## src/rtl/rgb2yuv_pkg.sv

```systemverilog
// Shared constants, state encoding and the scale/clamp helper for the
// time-shared RGB->YUV332 converter.
package rgb2yuv_pkg;

    localparam int Q       = 7;   // coefficient fraction bits (value/128)
    localparam int N_STEPS = 9;   // products per pixel
    localparam int ACC_W   = 20;  // signed accumulator width

    // Signed Q7 coefficients in step order: Y(R,G,B), U(R,G,B), V(R,G,B).
    localparam logic signed [17:0] COEF [0:8] = '{
        18'sd38,  18'sd75,  18'sd15,
        -18'sd22, -18'sd42, 18'sd64,
        18'sd64,  -18'sd54, -18'sd10
    };

    typedef enum logic [1:0] {
        IDLE  = 2'd0,
        MUL   = 2'd1,
        DRAIN = 2'd2,
        PACK  = 2'd3
    } state_e;

    // Drop the fraction (floor), optionally re-centre chroma by +512, clamp to 10 bits.
    function automatic logic [9:0] scale_clamp(input logic signed [ACC_W-1:0] acc,
                                               input logic add_offset);
        logic signed [ACC_W-1:0] v;
        logic [9:0]              r;
        v = (acc >>> Q) + (add_offset ? 20'sd512 : 20'sd0);
        if (v < 20'sd0) begin
            r = 10'd0;
        end else if (v > 20'sd1023) begin
            r = 10'd1023;
        end else begin
            r = v[9:0];
        end
        return r;
    endfunction

endpackage

```

## src/rtl/rgb2yuv_seq_mult.sv

```systemverilog
// Registered 18x18 signed multiplier with a fixed one-cycle latency.
// Ports: clk, reset_n (async active-low), a/b signed operands, p registered product.
module mult18_reg (
    input  logic        clk,
    input  logic        reset_n,
    input  logic [17:0] a,
    input  logic [17:0] b,
    output logic [35:0] p
);

    logic [35:0] p_d;
    logic [35:0] p_q;

    // Full-precision signed product of the current operands.
    always_comb begin
        p_d = 36'($signed(a) * $signed(b));
    end

    // Product register.
    always_ff @(posedge clk or negedge reset_n) begin
        if (!reset_n) begin
            p_q <= 36'd0;
        end else begin
            p_q <= p_d;
        end
    end

    assign p = p_q;

endmodule

```

## src/rtl/rgb2yuv_seq.sv

```systemverilog
// Sequenced RGB->YUV332 converter sharing one registered multiplier across the
// nine coefficient products of a pixel; one pixel per 11 clocks.
// Ports: clk, reset_n (async active-low), rgb30/wr_en_i pixel input,
// ready_o acceptance flag, yuv332/wr_en_o result strobe, overflow_o sticky drop flag.
module rgb2yuv_seq
    import rgb2yuv_pkg::*;
(
    input  logic        clk,
    input  logic        reset_n,
    input  logic [29:0] rgb30,
    input  logic        wr_en_i,
    output logic        ready_o,
    output logic [7:0]  yuv332,
    output logic        wr_en_o,
    output logic        overflow_o
);

    state_e                  state_q, state_d;
    logic [3:0]              step_q, step_d;
    logic [29:0]             pix_q, pix_d;
    logic signed [ACC_W-1:0] acc_y_q, acc_y_d, acc_u_q, acc_u_d, acc_v_q, acc_v_d;
    logic                    tag_vld_q, tag_vld_d;
    logic [1:0]              tag_ch_q, tag_ch_d;
    logic [7:0]              yuv_q, yuv_d;
    logic                    wr_en_q, wr_en_d;
    logic                    ovf_q, ovf_d;
    logic                    ready_q, ready_d;

    logic                    accept_s;
    logic [1:0]              ch_s;
    logic [17:0]             a_s;
    logic [17:0]             b_s;
    logic [35:0]             p_s;
    logic signed [ACC_W-1:0] prod_s;
    logic [9:0]              y_s, u_s, v_s;

    mult18_reg u_mult (
        .clk     (clk),
        .reset_n (reset_n),
        .a       (a_s),
        .b       (b_s),
        .p       (p_s)
    );

    // Operand selection for the current step: channel = step/3, component = step%3.
    always_comb begin
        ch_s = 2'd0;
        a_s  = 18'd0;
        b_s  = 18'd0;
        case (step_q)
            4'd0: begin ch_s = 2'd0; a_s = {8'b0, pix_q[29:20]}; b_s = COEF[0]; end
            4'd1: begin ch_s = 2'd0; a_s = {8'b0, pix_q[19:10]}; b_s = COEF[1]; end
            4'd2: begin ch_s = 2'd0; a_s = {8'b0, pix_q[9:0]};   b_s = COEF[2]; end
            4'd3: begin ch_s = 2'd1; a_s = {8'b0, pix_q[29:20]}; b_s = COEF[3]; end
            4'd4: begin ch_s = 2'd1; a_s = {8'b0, pix_q[19:10]}; b_s = COEF[4]; end
            4'd5: begin ch_s = 2'd1; a_s = {8'b0, pix_q[9:0]};   b_s = COEF[5]; end
            4'd6: begin ch_s = 2'd2; a_s = {8'b0, pix_q[29:20]}; b_s = COEF[6]; end
            4'd7: begin ch_s = 2'd2; a_s = {8'b0, pix_q[19:10]}; b_s = COEF[7]; end
            4'd8: begin ch_s = 2'd2; a_s = {8'b0, pix_q[9:0]};   b_s = COEF[8]; end
            default: begin ch_s = 2'd0; a_s = 18'd0; b_s = 18'd0; end
        endcase
    end

    // Next-state, accumulation and output formation.
    always_comb begin
        state_d   = state_q;
        step_d    = step_q;
        pix_d     = pix_q;
        acc_y_d   = acc_y_q;
        acc_u_d   = acc_u_q;
        acc_v_d   = acc_v_q;
        yuv_d     = yuv_q;
        wr_en_d   = 1'b0;
        ovf_d     = ovf_q;
        tag_vld_d = (state_q == MUL);
        tag_ch_d  = ch_s;
        accept_s  = wr_en_i & ready_q;
        prod_s    = $signed(p_s[ACC_W-1:0]);
        y_s       = scale_clamp(acc_y_q, 1'b0);
        u_s       = scale_clamp(acc_u_q, 1'b1);
        v_s       = scale_clamp(acc_v_q, 1'b1);

        // A strobe while busy is dropped; the in-flight pixel is untouched.
        if (wr_en_i && !ready_q) begin
            ovf_d = 1'b1;
        end else begin
            ovf_d = ovf_q;
        end

        // Product registered last cycle lands in its channel one cycle after issue.
        if (tag_vld_q) begin
            case (tag_ch_q)
                2'd0:    acc_y_d = acc_y_q + prod_s;
                2'd1:    acc_u_d = acc_u_q + prod_s;
                2'd2:    acc_v_d = acc_v_q + prod_s;
                default: acc_y_d = acc_y_q;
            endcase
        end else begin
            acc_y_d = acc_y_q;
        end

        case (state_q)
            IDLE: begin
                if (accept_s) begin
                    state_d = MUL;
                end else begin
                    state_d = IDLE;
                end
            end
            MUL: begin
                if (step_q == 4'd8) begin
                    state_d = DRAIN;
                end else begin
                    step_d = step_q + 4'd1;
                end
            end
            DRAIN: begin
                state_d = PACK;
            end
            PACK: begin
                yuv_d   = {y_s[9:7], u_s[9:7], v_s[9:8]};
                wr_en_d = 1'b1;
                // Accepting here keeps the sustained rate at one pixel per 11 clocks.
                if (accept_s) begin
                    state_d = MUL;
                end else begin
                    state_d = IDLE;
                end
            end
            default: begin
                state_d = IDLE;
            end
        endcase

        if (accept_s) begin
            pix_d   = rgb30;
            step_d  = 4'd0;
            acc_y_d = '0;
            acc_u_d = '0;
            acc_v_d = '0;
        end else begin
            pix_d = pix_q;
        end

        ready_d = (state_d == IDLE) || (state_d == PACK);
    end

    // State, datapath and output registers.
    always_ff @(posedge clk or negedge reset_n) begin
        if (!reset_n) begin
            state_q   <= IDLE;
            step_q    <= 4'd0;
            pix_q     <= 30'd0;
            acc_y_q   <= '0;
            acc_u_q   <= '0;
            acc_v_q   <= '0;
            tag_vld_q <= 1'b0;
            tag_ch_q  <= 2'd0;
            yuv_q     <= 8'd0;
            wr_en_q   <= 1'b0;
            ovf_q     <= 1'b0;
            ready_q   <= 1'b1;
        end else begin
            state_q   <= state_d;
            step_q    <= step_d;
            pix_q     <= pix_d;
            acc_y_q   <= acc_y_d;
            acc_u_q   <= acc_u_d;
            acc_v_q   <= acc_v_d;
            tag_vld_q <= tag_vld_d;
            tag_ch_q  <= tag_ch_d;
            yuv_q     <= yuv_d;
            wr_en_q   <= wr_en_d;
            ovf_q     <= ovf_d;
            ready_q   <= ready_d;
        end
    end

    assign ready_o    = ready_q;
    assign yuv332     = yuv_q;
    assign wr_en_o    = wr_en_q;
    assign overflow_o = ovf_q;

endmodule

```

## config.mk

```make
export PLATFORM = sky130hd
export DESIGN_NAME = rgb2yuv_seq
export DESIGN_NICKNAME = d
export VERILOG_FILES = /design/src/rtl/rgb2yuv_pkg.sv /design/src/rtl/rgb2yuv_seq_mult.sv /design/src/rtl/rgb2yuv_seq.sv
export SDC_FILE = /design/constraint.sdc
export NUM_CORES = 1
export LEC_CHECK = 0
export ABC_AREA = 1
export CELL_PAD_IN_SITES_DETAIL_PLACEMENT = 1
export CELL_PAD_IN_SITES_GLOBAL_PLACEMENT = 2
export CORE_ASPECT_RATIO = 2
export CORE_MARGIN = 5
export CORE_UTILIZATION = 37
export DETAILED_ROUTE_END_ITERATION = 7
export PLACE_DENSITY = 0.91
export SKIP_LAST_GASP = 1
export SLEW_MARGIN = 20
export SYNTH_ARGS = -nofsm -noshare
export SYNTH_HDL_FRONTEND = slang
export SYNTH_SLANG_ARGS = --single-unit
```

## constraint.sdc

```tcl
create_clock -name clk -period 7.4 [get_ports clk]
set_input_delay 1.48 -clock clk [delete_from_list [all_inputs] [get_ports clk]]
set_output_delay 1.48 -clock clk [all_outputs]
set_load 0.02 [all_outputs]
```

==> reports/summary.txt, run 1 <==
Status -> complete, no violations
Min cycle time layout -> 6.57 ns
Routed len/inst -> 17.3 um
GRT overflow -> 0
Post-synth top area share -> 25.7%
Max-Cap Viols -> 0
Hold_ws -> 0.478 ns
Final GP Congestion -> 0.868
Post-synth EDFFs -> 0
DRT antenna net count -> 0
Core area -> 33600 um2
Largest net degree at the start of global routing -> 72
CP Class -> reg2reg
CP Depth -> 24
Nets -> 2043
Final WS setup -> 0.831 ns
Antenna violations before repair -> 0
Hold Fails Final Rpt -> 0
Critical path fanouts, max -> 11
Cts bufs inserted -> 17
Commonest non-fill, non-tap cell in the layout -> nand2_1
GRT Util Overall -> 21.5%
Synth Register Bits -> 130
Max_slew headroom -> 35.6%
Fmax -> 152 MHz
Post-synth net total -> 1997
CP required -> 7.74 ns
Critical Path End Type -> flop
Share of cells above drive strength 1 -> 4.39%
Reg-to-Reg End -> u_mult.p[19]$_DFF_PN0_
Via count -> 11.4k
Top cells by area, synth -> dfrtp_1, nand2_1, fa_1
Worst r2r src -> step_q[0]$_DFFE_PN0P_
Worst-path clk slew -> 0.07 ns
Setup Buffers After CTS -> 0
Syn Area/Cell -> 7.12 um2
Worst-Margin Slew -> 0.965 ns
Synth Cell Area -> 12600 um2
Initial Util -> 37.4%
Die ar. -> 38000 um2
Routed Wire Length -> 39.2 mm
Post-route setup TNS -> 0 ns
CTS tree -> yes
Clock root cell -> clkbuf_16
Antenna diodes -> 0
Crit path from -> step_q[0]$_DFFE_PN0P_
Most used cell, CP -> inv_1
Synth-to-Final Area Change -> 12.0%
Worst slack, placed -> 0.772 ns
Vias in the first global route -> 13.1k
# clock sinks -> 130
I/O Buffers -> 43
Top delay family on crit path -> adder cells
CP Cell Sequence -> inv_1 > ha_1 > nand3_1 > nand2_1 > inv_2 > nand3_2 > nand2_1 > inv_1 > fa_1 > inv_1 > fa_1 > inv_1 > fa_1 > inv_1 > fa_1 > inv_1 > fa_1 > ha_1 > inv_1 > nor3_1 > and2_1 > nand2_1 > nand3_1 > nand2_1
Clock skew -> 0.0151 ns
CP max stage delay -> 0.71 ns
Final setup vio count -> 0
Synth async-reset ratio -> 100%
Clock tree buffer depth -> 2
Flop2flop setup slack -> 0.83 ns
DIE HEIGHT -> 271 um
Vias/cell -> 5.06
Dpl hpwl -> 32.7 mm
RSZ-0062 raised after global routing -> false
Buf/Inv on CP -> 8
Slew Viols, Final -> 0
Final Cycle Share -> 88.8%
Commonest non-fill, non-tap cells in the layout -> nand2_1, inv_1, dfrtp_1
Worst min path class -> reg2reg
Cells after Synth -> 1765
Htree depth -> 4
Hold buffers post-CTS -> 0
Part of the Yosys area used for sequential elements -> 25.9%
Yosys warning count -> 0
CTS resizes -> 0
# rows -> 95
Unique cell type count in the Yosys netlist -> 36
Pre-antenna DRT Iters -> 4
Critical Path Source Type -> flop
Predominant post-synthesis flop cell -> dfrtp_1
Reg2Reg Depth -> 24
DRC Markers -> 0
Iteration-0 DRC Markers -> 284
First-pass GRT wire length -> 64.7 mm
End of the critical path -> u_mult.p[19]$_DFF_PN0_
I/O pin cnt -> 44
Synth area leader -> dfrtp_1
CP Data Arrival Time -> 6.91 ns
Crit path max-delay cell type -> fa_1
Die Span X -> 140 um
Skew-Pair Late Insertion Delay -> 0.45 ns
==> per-layer routing <==
| metal | share of wire [%] | up-vias | global-route usage [%] |
|---|---|---|---|
| met5 | 0 | - | 0 |
| met4 | 6.8 | 0 | 13.4 |
| met3 | 1.4 | 122 | 2.30 |
| met2 | 60 | 167 | 45.4 |
| met1 | 31 | 5627 | 18.0 |
| li1 | - | 5519 | - |
==> stage by stage <==
step,instance area (um2),utilization [%],std cells
final,14100,41.9,2260
after global routing,14100,41.9,2260
after CTS,14100,41.9,2260
after detailed placement,13500,40.1,2228
after global placement,13500,40.1,2228
after floorplan,12600,-,1765
==> cell usage after synthesis (2+ instances only) <==
cell        n
xor2_1     15
nand4_1    12
nand3_1    89
nand3_2    14
inv_2      12
and2_1      2
nor2_1     88
nand3b_1   19
a22o_1      9
a31oi_1     2
xnor2_1     9
clkbuf_1   14
nor2_2      2
buf_2       3
a32o_1      5
ha_1      112
nand2_1   664
nand2_2     8
o21bai_1    7
nand4_2     2
inv_1     318
or2_2       6
o22ai_1     2
a21oi_1    69
dfrtp_1   129
o21ai_0    45
a21o_1      2
nor3_1     12
fa_1       87
==> worst min path at each step <==
stage,startpoint,end,slack (ns),depth (start not counted)
4_1_cts,yuv332[5]$_DFFE_PN0P_,yuv332[5]$_DFFE_PN0P_,0.48,2
5_1_grt,pix_q[10]$_DFFE_PN0P_,pix_q[10]$_DFFE_PN0P_,0.51,2
6_report,overflow_o$_DFFE_PN0P_,overflow_o$_DFFE_PN0P_,0.48,1
3_3_place_gp,overflow_o$_DFFE_PN0P_,overflow_o$_DFFE_PN0P_,0.46,1
3_5_place_dp,pix_q[16]$_DFFE_PN0P_,pix_q[16]$_DFFE_PN0P_,0.47,2
2_1_floorplan,pix_q[0]$_DFFE_PN0P_,pix_q[0]$_DFFE_PN0P_,0.45,2
==> state kept, by name, summed over array words and instances, names as in the netlist <==
signal,count
ready_o,1
state_q,2
pix_q,30
u_mult.p,20
overflow_o,1
step_q,4
acc_y_q,20
tag_vld_q,1
acc_v_q,20
wr_en_o,1
yuv332,8
acc_u_q,20
tag_ch_q,2
==> final cells by class <==
class                      instances  area [um2]
clock buffer                      17         425
sequential                       130        3250
fill                            4277       19600
multi-input combinational       1287        8000
timing repair buffer              45         447
inverter                         330        1240
clock inverter                    15         166
tap                              436         546
==> kinds of logic after synthesis <==
| family | count (synthesis) | share of synthesized area, % |
|---|---|---|
| adder cells (fa/ha/maj) | 199 | 25.0 |
| buffers and inverters | 348 | 10.4 |
| AND/OR/NAND/NOR | 918 | 30.4 |
| AO/OA/AOI/OAI | 146 | 6.58 |
| flip-flops | 130 | 25.9 |
| XOR/XNOR | 24 | 1.67 |
Power of run 1 is not shown: default switching activity piles up to over one toggle a cycle in this logic, so the estimate is an artifact.
==> run 2, diff against run 1 <==
Settings changed: CORE_UTILIZATION 37 to 38, DONT_BUFFER_PORTS set to 1, PLACE_DENSITY 0.91 to 0.9, SLEW_MARGIN 20 to 10.
==> run 2 against run 1 <==
Global-route usage rose by 0.26 points. Worst setup slack gained 0.026 ns. Sequential cell count stayed put. Sequential share of layout area increased by 0.77 points.
==> reports/summary.txt, run 2 (synthesis results as in run 1) <==
Critical Path Source Type -> flop
Hold buffers post-CTS -> 0 (unchanged)
Fmax -> 153 MHz (+0.40%)
Cts bufs inserted -> 17 (unchanged)
Antenna violations before repair -> 0 (unchanged)
Final setup vio count -> 0 (unchanged)
Clock tree buffer depth -> 2 (unchanged)
RSZ-0062 raised after global routing -> false
Utilization after layout -> 41.5% (-0.33 points)
Worst min path class -> reg2reg
Die ar. -> 37000 um2 (-2.5%)
Share of cells above drive strength 1 -> 4.38% (about the same)
DRC Markers -> 0 (unchanged)
Critical Path End Type -> flop
Pre-antenna DRT Iters -> 4 (unchanged)
Top delay family on crit path -> adder cells
CP Data Arrival Time -> 6.88 ns (-0.03 ns)
Most used cell, CP -> inv_1
Hold Fails Final Rpt -> 0 (unchanged)
Antenna diodes -> 0 (unchanged)
Dpl hpwl -> 32.7 mm (about the same)
DIE HEIGHT -> 267 um (-1.3%)
GRT overflow -> 0 (unchanged)
# clock sinks -> 130 (unchanged)
Vias/cell -> 5.09 (+0.62%)
Commonest non-fill, non-tap cell in the layout -> nand2_1
CP Class -> reg2reg
Htree depth -> 4 (unchanged)
GRT Util Overall -> 21.8% (+0.26 points)
Register with the most flip-flops -> pix_q
Setup Buffers After CTS -> 0 (unchanged)
Synth-to-Final Area Change -> 8.40%
Core area -> 32800 um2 (-2.5%)
Routed len/inst -> 17.7 um (+2.0%)
Routed Wire Length -> 39.1 mm (-0.17%)
Status -> complete, no violations
I/O Buffers -> 0 (-100%)
Largest net degree at the start of global routing -> 131 (+82%)
First-pass GRT wire length -> 63.7 mm (-1.5%)
Post-route setup TNS -> 0 ns (unchanged)
CTS tree -> yes
CP max stage delay -> 0.71 ns (about the same)
Clock skew -> 0.0154 ns (+0.000288 ns)
Via count -> 11.3k (-1.5%)
Crit path max-delay cell type -> fa_1
Buf/Inv on CP -> 8 (unchanged)
Die Span X -> 139 um (-1.2%)
DRT antenna net count -> 0 (unchanged)
Min cycle time layout -> 6.54 ns (-0.0261 ns)
Slew Viols, Final -> 0 (unchanged)
Initial Util -> 38.3% (+0.94 points)
CTS resizes -> 0 (unchanged)
Max-Cap Viols -> 0 (unchanged)
CP Cell Sequence -> inv_1 > ha_1 > nand3_1 > nand2_1 > inv_2 > nand3_2 > nand2_1 > inv_1 > fa_1 > inv_1 > fa_1 > inv_1 > fa_1 > inv_1 > fa_1 > inv_1 > fa_1 > ha_1 > inv_1 > nor3_1 > and2_1 > nand2_1 > nand3_1 > nand2_1
Commonest non-fill, non-tap cells in the layout -> nand2_1, inv_1, dfrtp_1
Skew-Pair Late Insertion Delay -> 0.46 ns (about the same)
Max reg flops -> 30 (unchanged)
Final GP Congestion -> 0.849 (-2.2%)
Worst-Margin Slew -> 0.943 ns (-0.0220 ns)
# rows -> 94 (-1.1%)
Vias in the first global route -> 13.1k (-0.031%)
Nets -> 1999 (-2.2%)
Worst-path clk slew -> 0.08 ns (about the same)
Iteration-0 DRC Markers -> 228 (-20%)
Clock root cell -> clkbuf_16
I/O pin cnt -> 44 (unchanged)
Fillers -> 4200 (-1.8%)
Max_slew headroom -> 37.1% (+1.5 points)
CP required -> 7.74 ns (about the same)
Final Cycle Share -> 88.4% (-0.35 points)
Critical path fanouts, max -> 11 (unchanged)
run 2: metrics by stage:
step,hold WS (ns),std cells,instance area [um2],setup WS (ns)
final,0.480,2212,13600,0.857
after global routing,0.509,2212,13600,0.356
after CTS,0.484,2212,13600,0.764
after detailed placement,0.465,2180,13000,0.828
after global placement,0.463,2180,13000,1.09
after floorplan,0.449,1765,12600,1.81
run 2: path summary, 6_finish.rpt:
path / from / end / slack (ns) / cells after the start
max: step_q[0]$_DFFE_PN0P_ / u_mult.p[19]$_DFF_PN0_ / 0.86 / 24
min: pix_q[24]$_DFFE_PN0P_ / pix_q[24]$_DFFE_PN0P_ / 0.48 / 2
max reg2reg: step_q[0]$_DFFE_PN0P_ / u_mult.p[19]$_DFF_PN0_ / 0.86 / 24
min reg2reg: pix_q[24]$_DFFE_PN0P_ / pix_q[24]$_DFFE_PN0P_ / 0.48 / 2
max in group asynchronous: reset_n / ready_o$_DFF_PN1_ / 6.38 / 0
min in group asynchronous: reset_n / acc_v_q[15]$_DFFE_PN0P_ / 0.72 / 0
run 2: worst reg2reg max path: cells and delay by family (launching register included):
kind	cells	cell delay (ns)
buffers and inverters	8	0.89
flip-flops	1	0.39
adder cells (fa/ha/maj)	7	3.52
AND/OR/NAND/NOR	9	1.61
run 2: cell type report:
class                      instances  area [um2]  area share [%]
tap                              432         541            3.97
inverter                         330        1240            9.09
clock inverter                    15         158            1.16
clock buffer                      17         425            3.12
timing repair buffer               1        7.51          0.0551
sequential                       130        3250            23.9
multi-input combinational       1287        8000            58.7
run 2: routing by layer:
| metal | wire (um) | track usage (%) |
|---|---|---|
| met3 | 650 | 2.72 |
| met2 | 23900 | 47.8 |
| met4 | 2540 | 13.1 |
| met5 | 0 | 0 |
| met1 | 12000 | 17.3 |
Power of run 2 is left out for the same reason.
==> variant, RTL diff (settings of run 2) <==
`ACC_W`: 20 -> 28.
--- a/src/rtl/rgb2yuv_pkg.sv
+++ b/src/rtl/rgb2yuv_pkg.sv
@@ -4,7 +4,7 @@
 
     localparam int Q       = 7;   // coefficient fraction bits (value/128)
     localparam int N_STEPS = 9;   // products per pixel
-    localparam int ACC_W   = 20;  // signed accumulator width
+    localparam int ACC_W   = 28;  // signed accumulator width
 
     // Signed Q7 coefficients in step order: Y(R,G,B), U(R,G,B), V(R,G,B).
     localparam logic signed [17:0] COEF [0:8] = '{
Formal check against the unedited RTL: same outputs for any inputs over 10 cycles, from zero or initial values and one cycle with reset_n low; that may be too few to reach the edited logic, so the function may still have changed.
==> variant against run 2 <==
  * Worst setup slack got worse by 310 ps
  * Via count increased by 42%
  * Sequential cell count increased by 32
  * Final area increased by 31%
  * Routed wire length increased by 50%
  * Synthesized area increased by 32%
  * Non-clock buffer count increased by 2
  * Hold slack improved by 1.5 ps
  * First-iteration DRC count increased by 94%
  * Count of clock-buffer cells in the layout unchanged
  * Critical path depth increased by 1
Power is left out: the tool's default activity adds up to more than one toggle a clock period on the data nets, which glitch-free logic cannot reach.
==> variant: results (changes against run 2) <==
| Metric | Value |
|---|---|
| Ys flop type | `dfrtp_1` |
| GR Util met2 | `50.5% (+2.8 points)` |
| Met3 Usage GRT | `2.85% (+0.14 points)` |
| CP delay by family, top | `adder cells` |
| Max Root-Sink Buffers | `2 (unchanged)` |
| Synth cell count leaders | `nand2_1 (955), inv_1 (453), dfrtp_1 (161)` |
| Initial drt markers | `442 (+94%)` |
| Via density per instance | `5.21 (+2.4%)` |
| Slowest-stage cell, CP | `fa_1` |
| Top post-synthesis cells by area | `dfrtp_1 (24%), nand2_1 (22%), fa_1 (11%), ha_1 (11%), inv_1 (10%)` |
| Register area share after synthesis | `24.5% (-1.4 points)` |
| Gr usage total | `25.2% (+3.4 points)` |
| Clock skew | `15.2 ps (-0.207 ps)` |
| Yosys warnings | `0 (unchanged)` |
| Worst-path clk slew | `80 ps (about the same)` |
| Rel. slew slack | `27.6% (-9.5 points)` |
| Ys async rst share | `100% (unchanged)` |
| ANT cells | `0 (unchanged)` |
| PostCTS Resize Cnt | `0 (unchanged)` |
| Worst EP arrival | `7210 ps (+330 ps)` |
| Max reg flops | `30 (unchanged)` |
| Placer Congestion | `0.950 (+12%)` |
| Met1 Usage GRT | `22.3% (+5.0 points)` |
| DP Area | `17200 um^2 (+32%)` |
| Final-stage net count | `2760 (+38%)` |
| Initial antenna violation count | `0 (unchanged)` |
| Mapped Avg Cell Area | `6.62 um^2 (-7.1%)` |
| Port Buffers | `0 (unchanged)` |
| Max incr delay on CP | `560 ps (-150 ps)` |
| Fillers | `5729 (+36%)` |
| Setup Fix Bufs, Post-CTS | `0 (unchanged)` |
| Cell variety after synth | `40 (+11%)` |
| H-tree depth | `4 (unchanged)` |
| Outcome | `completed` |
| Global-route wire length before repair | `93900 um (+47%)` |
| Clock root buffer | `clkbuf_16` |
| Largest net degree at the start of global routing | `163 (+24%)` |
| Worst Hold Class | `register to register` |
| Pre-CTS setup slack | `548 ps (-281 ps)` |
| Clk Latency, worst-skew pair | `roughly 470 ps` |
| Vias in the first global route | `17900 (+37%)` |
| CTS Buf Count | `17 (unchanged)` |
| Dpl cells | `3029 (+39%)` |
| Initial DRT Pass Iterations | `5 (+1)` |
| Critical Path Fanout Max | `11 (unchanged)` |
| Biggest register | `pix_q` |
| Final cell count without fillers | `3061 (+38%)` |
| Layout cells sized above 1 | `2.75% (-1.6 points)` |
| DP HPWL | `49400 um (+51%)` |
| WL/cell | `19.1 um (+8.1%)` |
## variant: cell types whose count changed after synthesis, moves of 27 or more
| cell | before | now |
|---|---|---|
| nand4_1 | 12 | 42 |
| a21oi_1 | 69 | 117 |
| nor2_1 | 88 | 155 |
| inv_1 | 318 | 453 |
| o21ai_0 | 45 | 81 |
| ha_1 | 112 | 139 |
| nand2_1 | 664 | 955 |
| dfrtp_1 | 129 | 161 |
| nand3_1 | 89 | 147 |
## variant: cell type report
type / count / area, um^2 / area share (%)
inverter: 463 / 1740 / 9.77
multi-input combinational: 1851 / 10700 / 59.9
timing repair buffer: 3 / 22.5 / 0.127
sequential: 162 / 4060 / 22.8
tap: 550 / 688 / 3.87
clock buffer: 17 / 425 / 2.39
clock inverter: 15 / 203 / 1.14
## variant: logic make-up (layout without fill, tap and decap cells)
| group | after synthesis | count (layout) | share of synthesized area (%) |
|---|---|---|---|
| buffers and inverters | 485 | 498 | 11.1 |
| adder cells (fa/ha/maj) | 229 | 229 | 21.4 |
| AO/OA/AOI/OAI | 244 | 244 | 8.16 |
| flip-flops | 162 | 162 | 24.5 |
| AND/OR/NAND/NOR | 1358 | 1358 | 33.8 |
| XOR/XNOR | 20 | 20 | 1.06 |
## variant: per-layer routing
metal | part of all wire (%) | routed length [um] | vias to the layer above
met5 | 0 | 0 | -
li1 | - | - | 7785
met4 | 8.1 | 4760 | 0
met1 | 32 | 18700 | 7726
met2 | 58 | 33700 | 266
met3 | 2.3 | 1350 | 173
## variant: final timing paths
check,endpoint,from,cells after the start,slack [ps]
max,u_mult.p[20],step_q[0],25,540
min,pix_q[28],pix_q[28],2,480
max reg2reg,u_mult.p[20],step_q[0],25,540
min reg2reg,pix_q[28],pix_q[28],2,480
max in group asynchronous,ready_o,reset_n,0,6320
min in group asynchronous,acc_y_q[5],reset_n,0,700
